--- config.mk ---
export PLATFORM = sky130hd
export DESIGN_NAME = bnn_seq_interface
export DESIGN_NICKNAME = d
export VERILOG_FILES = /design/src/rtl/bnn_seq_interface.sv
export SDC_FILE = /design/constraint.sdc
export NUM_CORES = 2
export LEC_CHECK = 0
export ABC_CLOCK_PERIOD_IN_PS = 54100
export BUFFER_PORTS_ARGS = -buffer_cell sky130_fd_sc_hd__buf_2
export CAP_MARGIN = 10
export CORE_AREA = 4 4 706 708
export CTS_CLUSTER_DIAMETER = 100
export DETAILED_ROUTE_END_ITERATION = 10
export DIE_AREA = 0 0 710 712
export PLACE_DENSITY_LB_ADDON = 0.12
export SLEW_MARGIN = 30
export SYNTH_ARGS = -nofsm -noshare
export SYNTH_HDL_FRONTEND = slang
export SYNTH_SLANG_ARGS = --single-unit
--- constraint.sdc ---
create_clock -name clk -period 54.1 [get_ports clk]
set_input_delay 8.115 -clock clk [delete_from_list [all_inputs] [get_ports clk]]
set_output_delay 8.115 -clock clk [all_outputs]
set_load 0.02 [all_outputs]
--- src/rtl/bnn_seq_interface.sv ---
// Start/result handshake between the image buffer front end and the BNN core.
// Optional watchdog timeout is built when BNN_IF_TIMEOUT_EN is defined.
module bnn_seq_interface #(
    parameter int IMG_W          = 30,
    parameter int IC             = 1,
    parameter int IN_BITS        = 904,
    parameter int RES_W          = 4,
    parameter int TIMEOUT_CYCLES = 4096,
    parameter int CNT_W          = 16
) (
    input  logic                      clk,
    input  logic                      rst,
    input  logic [IN_BITS-1:0]        img_in,
    input  logic                      img_buffer_full,
    input  logic                      bnn_enable,
    input  logic                      bnn_clear,
    output logic [IC*IMG_W*IMG_W-1:0] core_img,
    output logic                      core_start,
    input  logic                      core_done,
    input  logic [RES_W-1:0]          core_result,
    output logic [RES_W-1:0]          result_out,
    output logic                      result_ready,
    output logic                      busy,
    output logic                      timeout_err,
    output logic [CNT_W-1:0]          infer_count
);

    localparam int IMG_BITS = IC * IMG_W * IMG_W;

    typedef enum logic [1:0] {
        ST_IDLE  = 2'd0,
        ST_INFER = 2'd1,
        ST_DONE  = 2'd2
    } state_t;

    state_t                state_q, state_d;
    logic [IMG_BITS-1:0]   core_img_q, core_img_d;
    logic                  core_start_q, core_start_d;
    logic [RES_W-1:0]      result_out_q, result_out_d;
    logic                  result_ready_q, result_ready_d;
    logic                  busy_q, busy_d;
    logic                  timeout_err_q, timeout_err_d;
    logic [CNT_W-1:0]      infer_count_q, infer_count_d;
    logic                  start_s;
    logic                  wd_expired_s;

    assign start_s = img_buffer_full && bnn_enable;

    // Bits of img_in below the captured slice are intentionally dropped.
    if (IN_BITS > IMG_BITS) begin : g_low_bits
        logic unused_img_s;
        assign unused_img_s = ^img_in[IN_BITS-IMG_BITS-1:0];
    end

`ifdef BNN_IF_TIMEOUT_EN
    localparam int WD_W = $clog2(TIMEOUT_CYCLES);
    localparam logic [WD_W-1:0] WD_LAST = WD_W'(TIMEOUT_CYCLES - 1);

    logic [WD_W-1:0] wd_q, wd_d;

    assign wd_expired_s = (wd_q == WD_LAST);
`else
    logic unused_to_s;
    assign unused_to_s  = (TIMEOUT_CYCLES > 1);
    assign wd_expired_s = 1'b0;
`endif

    // Next-state and next-output logic for the handshake FSM.
    always_comb begin
        state_d        = state_q;
        core_img_d     = core_img_q;
        core_start_d   = 1'b0;
        result_out_d   = result_out_q;
        result_ready_d = result_ready_q;
        busy_d         = busy_q;
        timeout_err_d  = timeout_err_q;
        infer_count_d  = infer_count_q;
`ifdef BNN_IF_TIMEOUT_EN
        wd_d           = wd_q;
`endif
        case (state_q)
            ST_IDLE: begin
                result_ready_d = 1'b0;
                busy_d         = 1'b0;
                if (start_s) begin
                    core_img_d   = img_in[IN_BITS-1 -: IMG_BITS];
                    core_start_d = 1'b1;
                    busy_d       = 1'b1;
                    state_d      = ST_INFER;
`ifdef BNN_IF_TIMEOUT_EN
                    wd_d         = '0;
`endif
                end else begin
                    state_d = ST_IDLE;
                end
            end
            ST_INFER: begin
`ifdef BNN_IF_TIMEOUT_EN
                wd_d = wd_q + {{(WD_W-1){1'b0}}, 1'b1};
`endif
                // core_done wins over the watchdog, which wins over an abort.
                if (core_done) begin
                    result_out_d   = core_result;
                    result_ready_d = 1'b1;
                    infer_count_d  = infer_count_q + {{(CNT_W-1){1'b0}}, 1'b1};
                    busy_d         = 1'b0;
                    state_d        = ST_DONE;
                end else if (wd_expired_s) begin
                    result_out_d   = {RES_W{1'b1}};
                    result_ready_d = 1'b1;
                    timeout_err_d  = 1'b1;
                    busy_d         = 1'b0;
                    state_d        = ST_DONE;
                end else if (bnn_clear) begin
                    busy_d  = 1'b0;
                    state_d = ST_IDLE;
                end else begin
                    state_d = ST_INFER;
                end
            end
            ST_DONE: begin
                if (bnn_clear) begin
                    result_ready_d = 1'b0;
                    timeout_err_d  = 1'b0;
                    state_d        = ST_IDLE;
                end else begin
                    state_d = ST_DONE;
                end
            end
            default: begin
                result_ready_d = 1'b0;
                busy_d         = 1'b0;
                state_d        = ST_IDLE;
            end
        endcase
    end

    // State and output registers.
    always_ff @(posedge clk or posedge rst) begin
        if (rst) begin
            state_q        <= ST_IDLE;
            core_img_q     <= '0;
            core_start_q   <= 1'b0;
            result_out_q   <= '0;
            result_ready_q <= 1'b0;
            busy_q         <= 1'b0;
            timeout_err_q  <= 1'b0;
            infer_count_q  <= '0;
        end else begin
            state_q        <= state_d;
            core_img_q     <= core_img_d;
            core_start_q   <= core_start_d;
            result_out_q   <= result_out_d;
            result_ready_q <= result_ready_d;
            busy_q         <= busy_d;
            timeout_err_q  <= timeout_err_d;
            infer_count_q  <= infer_count_d;
        end
    end

`ifdef BNN_IF_TIMEOUT_EN
    // Watchdog counter register.
    always_ff @(posedge clk or posedge rst) begin
        if (rst) begin
            wd_q <= '0;
        end else begin
            wd_q <= wd_d;
        end
    end
`endif

    assign core_img     = core_img_q;
    assign core_start   = core_start_q;
    assign result_out   = result_out_q;
    assign result_ready = result_ready_q;
    assign busy         = busy_q;
    assign timeout_err  = timeout_err_q;
    assign infer_count  = infer_count_q;

endmodule

# Yosys cells after proc, flatten, opt, wreduce, memory -nomap -nowiden
# Cells that the tools add are included.
[classes]
addsub = 1
n_mul = 0
n_div = 0
order_cmp = 0
eq_ne = 5
n_shift = 0
n_mux = 12
bitwise_logic = 1
n_reduce_logical = 6
[ops]
columns = ["operator", "n"]
rows = [
  ["16-bit by 1-bit adder with 16-bit output (second input constant)", 1],
  ["2-bit AND reduction", 4],
  ["1-bit 2-to-1 mux", 7],
  ["2-bit one-hot mux with 3 select lines", 1],
  ["2-bit 2-to-1 mux", 2],
  ["2-bit != test (second input constant)", 2],
  ["3-bit != test (second input constant)", 1],
  ["1-bit one-hot mux with 3 select lines", 1],
  ["2-bit by 1-bit equality test with 1-bit output (second input constant)", 1],
  ["2-bit equality test (second input constant)", 1],
  ["2-bit zero test", 1],
  ["1-bit one-hot mux with 2 select lines", 1],
  ["1-bit logical AND", 1],
  ["1-bit NOT", 1],
]
[word_totals]
regBits = 925
latch_bits = 0
ram_bits = 0
rom_bits = 0
input_bits = 914
out_inout_bits = 924
wordCells = 32
mem_count = 0

# Depth between registers and ports, before layout
[logic_depth]
depth_word = 3
depth_mapped = 8
mapped_depth_nobuf = 5

# Worst setup path before layout
# OpenSTA, ideal clock, no wires.
[synth_timing]
path_kind = "input -> register"
start = "in core_done"
end = "reg infer_count_q[15] (netlist: infer_count[15])"
setup_ns = 0.128
arrival_ns = 8.813
required_time_ns = 53.972
slack_ns = 45.158
cell_stages = 4
n_path_buf = 0
path_cell_list = "nand4b_4 nor4_2 nand2_1 xnor2_1"
[synth_between]
elab_chain_cells = 1
[synth_lines]
columns = ["item", "line_no", "source"]
rows = [
  ["start: declaration", "19", "input logic core_done,"],
  ["2-bit AND reduction (no source line)", "--", ""],
  ["end signal: assignment", "157", "infer_count_q <= infer_count_d;"],
  ["end: declaration", "43", "logic [CNT_W-1:0] infer_count_q, infer_count_d;"],
]
# No other way between the ends.
# A chain may end at the register's enable or synchronous reset.

==> results <==
- The worst pin sits at a relative slew slack of 0.279.
- The main combinational cell family by area after synthesis is simple AND/OR/NAND/NOR gates.
- In this run, synthesis inferred 0 flip-flops with an integrated enable.
- The worst setup timing slack at the placement stage is 41.14 ns.
- The cell area after placement is 51400 sq um.
- The share of total power dissipated in the clock network is 0.366.
- The initial antenna violation count is 414.
- The post-synthesis xor/xnor area fraction is 0.00378.
- Of the total power, the share spent switching nets is 0.404.
- The register-to-register setup slack is 49.00 ns.
- The remaining global-route overflow is 0.
- For this run, the total global-route usage over all layers was measured as 0.132.
- Counting instances, the worst hold path has a depth of 2.
- The tree is rooted in a sky130_fd_sc_hd__clkbuf_16.
- Averaged over all synthesized cells, the footprint is 8.92 sq um.
- The multi-input combinational cells in the finished layout cover a total of 10600 sq um.
- The kind of end point of the critical path is an asynchronous set/reset pin.
- CTS saw 925 sinks.
- The number of setup buffers added after CTS is 0.
- The die is 712 um tall.
- The via count is 35800.
- The ratio of routed vias to standard cells is 2.87.
- The sequential cell area is 23100 sq um.
- The number of fill cells is 57100.
- The library cell contributing the largest single delay on the critical path is sky130_fd_sc_hd__buf_4.
- The worst setup path is of the in2async kind.
- The worst register-to-register path begins at state_q[0].
- The final period demand of the worst path is 11.63 ns.
- The count of final max-slew check failures is 0.
- The hold violation total from the final report is 0.
- For this design, the CTS-stage hold fixing added 0 buffers.
- The slew at the pin closest to its max-slew limit is 1.08 ns.
- The worst hold path class is reg2reg.
- Port buffering added 1832 buffers.
- The clock transition at the registers of the reported paths is 0.05 ns.
- The initial utilization of the core area, before any placement, comes to 0.0707.
- The total of warnings raised by yosys is 0.
- The global-route wire length before repair is 434 mm.
- Of the synthesized area, sequential elements account for 0.665.
- The number of placed instances, taps included is 12100.
- The multiplexer share of the synthesized area is 0.
- The via count of the first global-routing pass is 36800.
- STA classifies the critical path startpoint as an input pin.
- Data on the critical path is required at its endpoint by 54.95 ns.
- The async set-reset flop share out of synthesis is 1.00.
- The number of nets with antenna violations after routing is 0.
- The layout overhead on the synthesized area is 63.4%.
- Of the total synthesized cell area, the portion taken by AND, OR, NAND and NOR gates is 0.299.
- Together, buffers and inverters on the worst path number 8.
- The site row count is 258.
- The slack of the critical path is 42.47 ns.
- The number of clock buffers added by TritonCTS is 153.
- The final worst hold slack is 0.466 ns.
- Setup violations remaining at the end of the flow were counted as 0.
- The final period utilization is 0.215.
- After detailed routing, the average wire length per cell comes to 27.9 um.
- The net count of the finished layout is 6647.
- The congestion estimate from routability-driven global placement came to 0.957.
- Grouping stages by cell kind, the critical path spends the most delay in buffers and inverters.
- The number of standard cells in the layout, taps in and fillers out is 12400.
- The flow ran to the end, and the final reports show no timing, DRC or antenna violations.
- The clock insertion delay at the later pin of the skew report is 0.84 ns.
- In this run the cell area of the synthesized design comes to 34800 sq um.
- The clock tree from TritonCTS is done.
- The proportion of layout cells with a drive suffix above 1 is 0.362.
- The synthesized design spends more area on one cell type than any other, namely sky130_fd_sc_hd__dfrtp_1.
- The share of synthesized area in the top cell type comes to 0.665.
- The half-perimeter wire length after detailed placement is 292 mm.
- The critical hold path startpoint is core_img[113].
- Among all flip-flop cells after synthesis, the most frequent one is sky130_fd_sc_hd__dfrtp_1.
- By area the synthesized netlist is led by sky130_fd_sc_hd__dfrtp_1 (67%), sky130_fd_sc_hd__nand2_1 (29%), sky130_fd_sc_hd__buf_2 (2.5%).
- After synthesis, the netlist uses 28 different library cells.
- The number of maximum-capacitance constraint violations is 0.
- The internal power of the cells totals 1.68 mW.
- After detailed routing, the number of remaining DRC violations is 0.
- Setup total negative slack on the finished layout was measured at 0 ns.
- In this run the worst path has a maximum fanout of 76.
- The die outline area is 506000 sq um.
- The complex-gate fraction of the synthesized area is 0.000540.
- Walking the worst path, the cells encountered are buf_2 > inv_8 > buf_4 > buf_6 > buf_12 > buf_16 > buf_4 > buf_4.
- The worst endpoint data arrival time is 12.48 ns.
- In this run, synthesis produced a sequential element count of 925.
- The number of levels in the clock H-tree is 4.
- The count of routing violations after the opening detailed-route iteration is 2005.
- The power density over the cells is 49.7 nW/um^2.
- The net count of the mapped netlist is 4816.
- The worst register-to-register path has a depth of 8.
- The core region is 492000 sq um.
- The share of total power dissipated in sequential elements is 0.340.
- The worst reg2reg path endpoint is core_img[722].
- For hold timing, the worst endpoint is core_img[113].
- The cell count after synthesis is 3901.
- No sink is reached through more buffers than the 4 on the longest clock path.
- Between clock sinks in the finished design, the worst skew comes to 0.0359 ns.
- The final cell utilization of the core is 0.115.
- By instance count, the leading cell after synthesis is sky130_fd_sc_hd__nand2_1.
- The routed design has 347 mm of wire.
- The analysis attributes to net switching a power of 1.14 mW.
- Sorting the synthesized cells by how often they occur yields sky130_fd_sc_hd__nand2_1 (2723), sky130_fd_sc_hd__dfrtp_1 (925), sky130_fd_sc_hd__buf_2 (173).
- The adder-cell area share of the yosys netlist is 0.000360.
- The maximum resistive drop on vdd is 0.0200 mV.
- The total I/O pin count is 1838.
- The cell that appears most often on the critical path is sky130_fd_sc_hd__buf_4.
- The largest single stage delay on the critical path is 0.75 ns.
- Summing internal, switching and leakage power gives 2.82 mW.
- The number of optimization iterations in the first detailed-route pass is 5.
- Setup repair after global routing left no endpoint under its margin.
- The cell area after layout is 56800 sq um.
- Summed over all cells, the static leakage comes to 29.8 nW.
- Entering global routing, the biggest net connects 144 pins.
- The chip width is 710 um.
- The part of the power in combinational logic is 0.294.
- The number of gates resized after CTS is 0.
- Based on the critical path, the design can be clocked at up to 86.0 MHz.
==> layout by cell type, fill, tap and decap left out, types with 10 or more instances in the layout <==
master | synthesis | final
sky130_fd_sc_hd__buf_2 | 173 | 1832
sky130_fd_sc_hd__buf_4 | 19 | 32
sky130_fd_sc_hd__bufinv_16 | 0 | 10
sky130_fd_sc_hd__clkbuf_1 | 8 | 41
sky130_fd_sc_hd__clkbuf_16 | 0 | 155
sky130_fd_sc_hd__clkbuf_8 | 0 | 29
sky130_fd_sc_hd__clkinv_2 | 0 | 19
sky130_fd_sc_hd__dfrtp_1 | 925 | 925
sky130_fd_sc_hd__diode_2 | 0 | 99
sky130_fd_sc_hd__nand2_1 | 2723 | 2723
sky130_fd_sc_hd__xnor2_1 | 11 | 11
==> worst min-delay path, stage by stage (launching register included) <==
cell	delay, ns
sky130_fd_sc_hd__dfrtp_1	0.33
sky130_fd_sc_hd__nand2_1	0.05
sky130_fd_sc_hd__nand2_1	0.05
==> cell type report <==
type                       count  area share
clock inverter                48      0.0113
timing repair buffer        1877       0.169
multi-input combinational   2771       0.186
inverter                       4    0.000528
clock buffer                 225      0.0780
antenna                       99     0.00436
sequential                   925       0.407
tap                         6500       0.143
==> kinds of logic (layout without fill, tap and decap cells) <==
family / after synthesis / count (layout)
other cells: 1 / 100
buf+inv: 205 / 2154
xor+xnor: 15 / 15
compound gates: 3 / 3
flops: 925 / 925
fa+ha+maj: 1 / 1
simple gates: 2751 / 2751
==> layer usage <==
| metal | vias up | global-route usage | wire length (um) |
|---|---|---|---|
| met4 | 162 | 0.0319 | 11500 |
| met1 | 17300 | 0.144 | 128000 |
| met5 | - | 0 | 1050 |
| li1 | 15600 | - | - |
| met2 | 1853 | 0.227 | 165000 |
| met3 | 848 | 0.0682 | 41700 |
==> power by group through the flow <==
stage | clock network (mW) | registers (mW) | logic [mW]
finish | 1.03 | 0.960 | 0.830
CTS | 1.09 | 0.963 | 0.865
global route | 1.11 | 0.981 | 0.906
global placement | 0 | 0.970 | 0.868
floorplan | 0 | 1.16 | 0.171
detailed placement | 0 | 0.971 | 0.862
==> state kept, by name (all words and copies together), names as in the netlist <==
| name | flops |
|---|---|
| busy | 1 |
| core_img | 900 |
| core_start | 1 |
| infer_count | 16 |
| result_out | 4 |
| result_ready | 1 |
| state_q | 2 |
==> how the worst max path moves through the flow <==
stage               from  depth (start not counted)            end  slack (ns)
floorplan            rst                          1           busy       19.98
global placement     rst                          7  core_img[673]       41.09
detailed placement   rst                          7  core_img[673]       41.14
CTS                  rst                          7   core_img[64]       42.17
global route         rst                          8   core_img[64]       41.88
finish               rst                          8   core_img[64]       42.47
(Power assumes the default switching activity.)
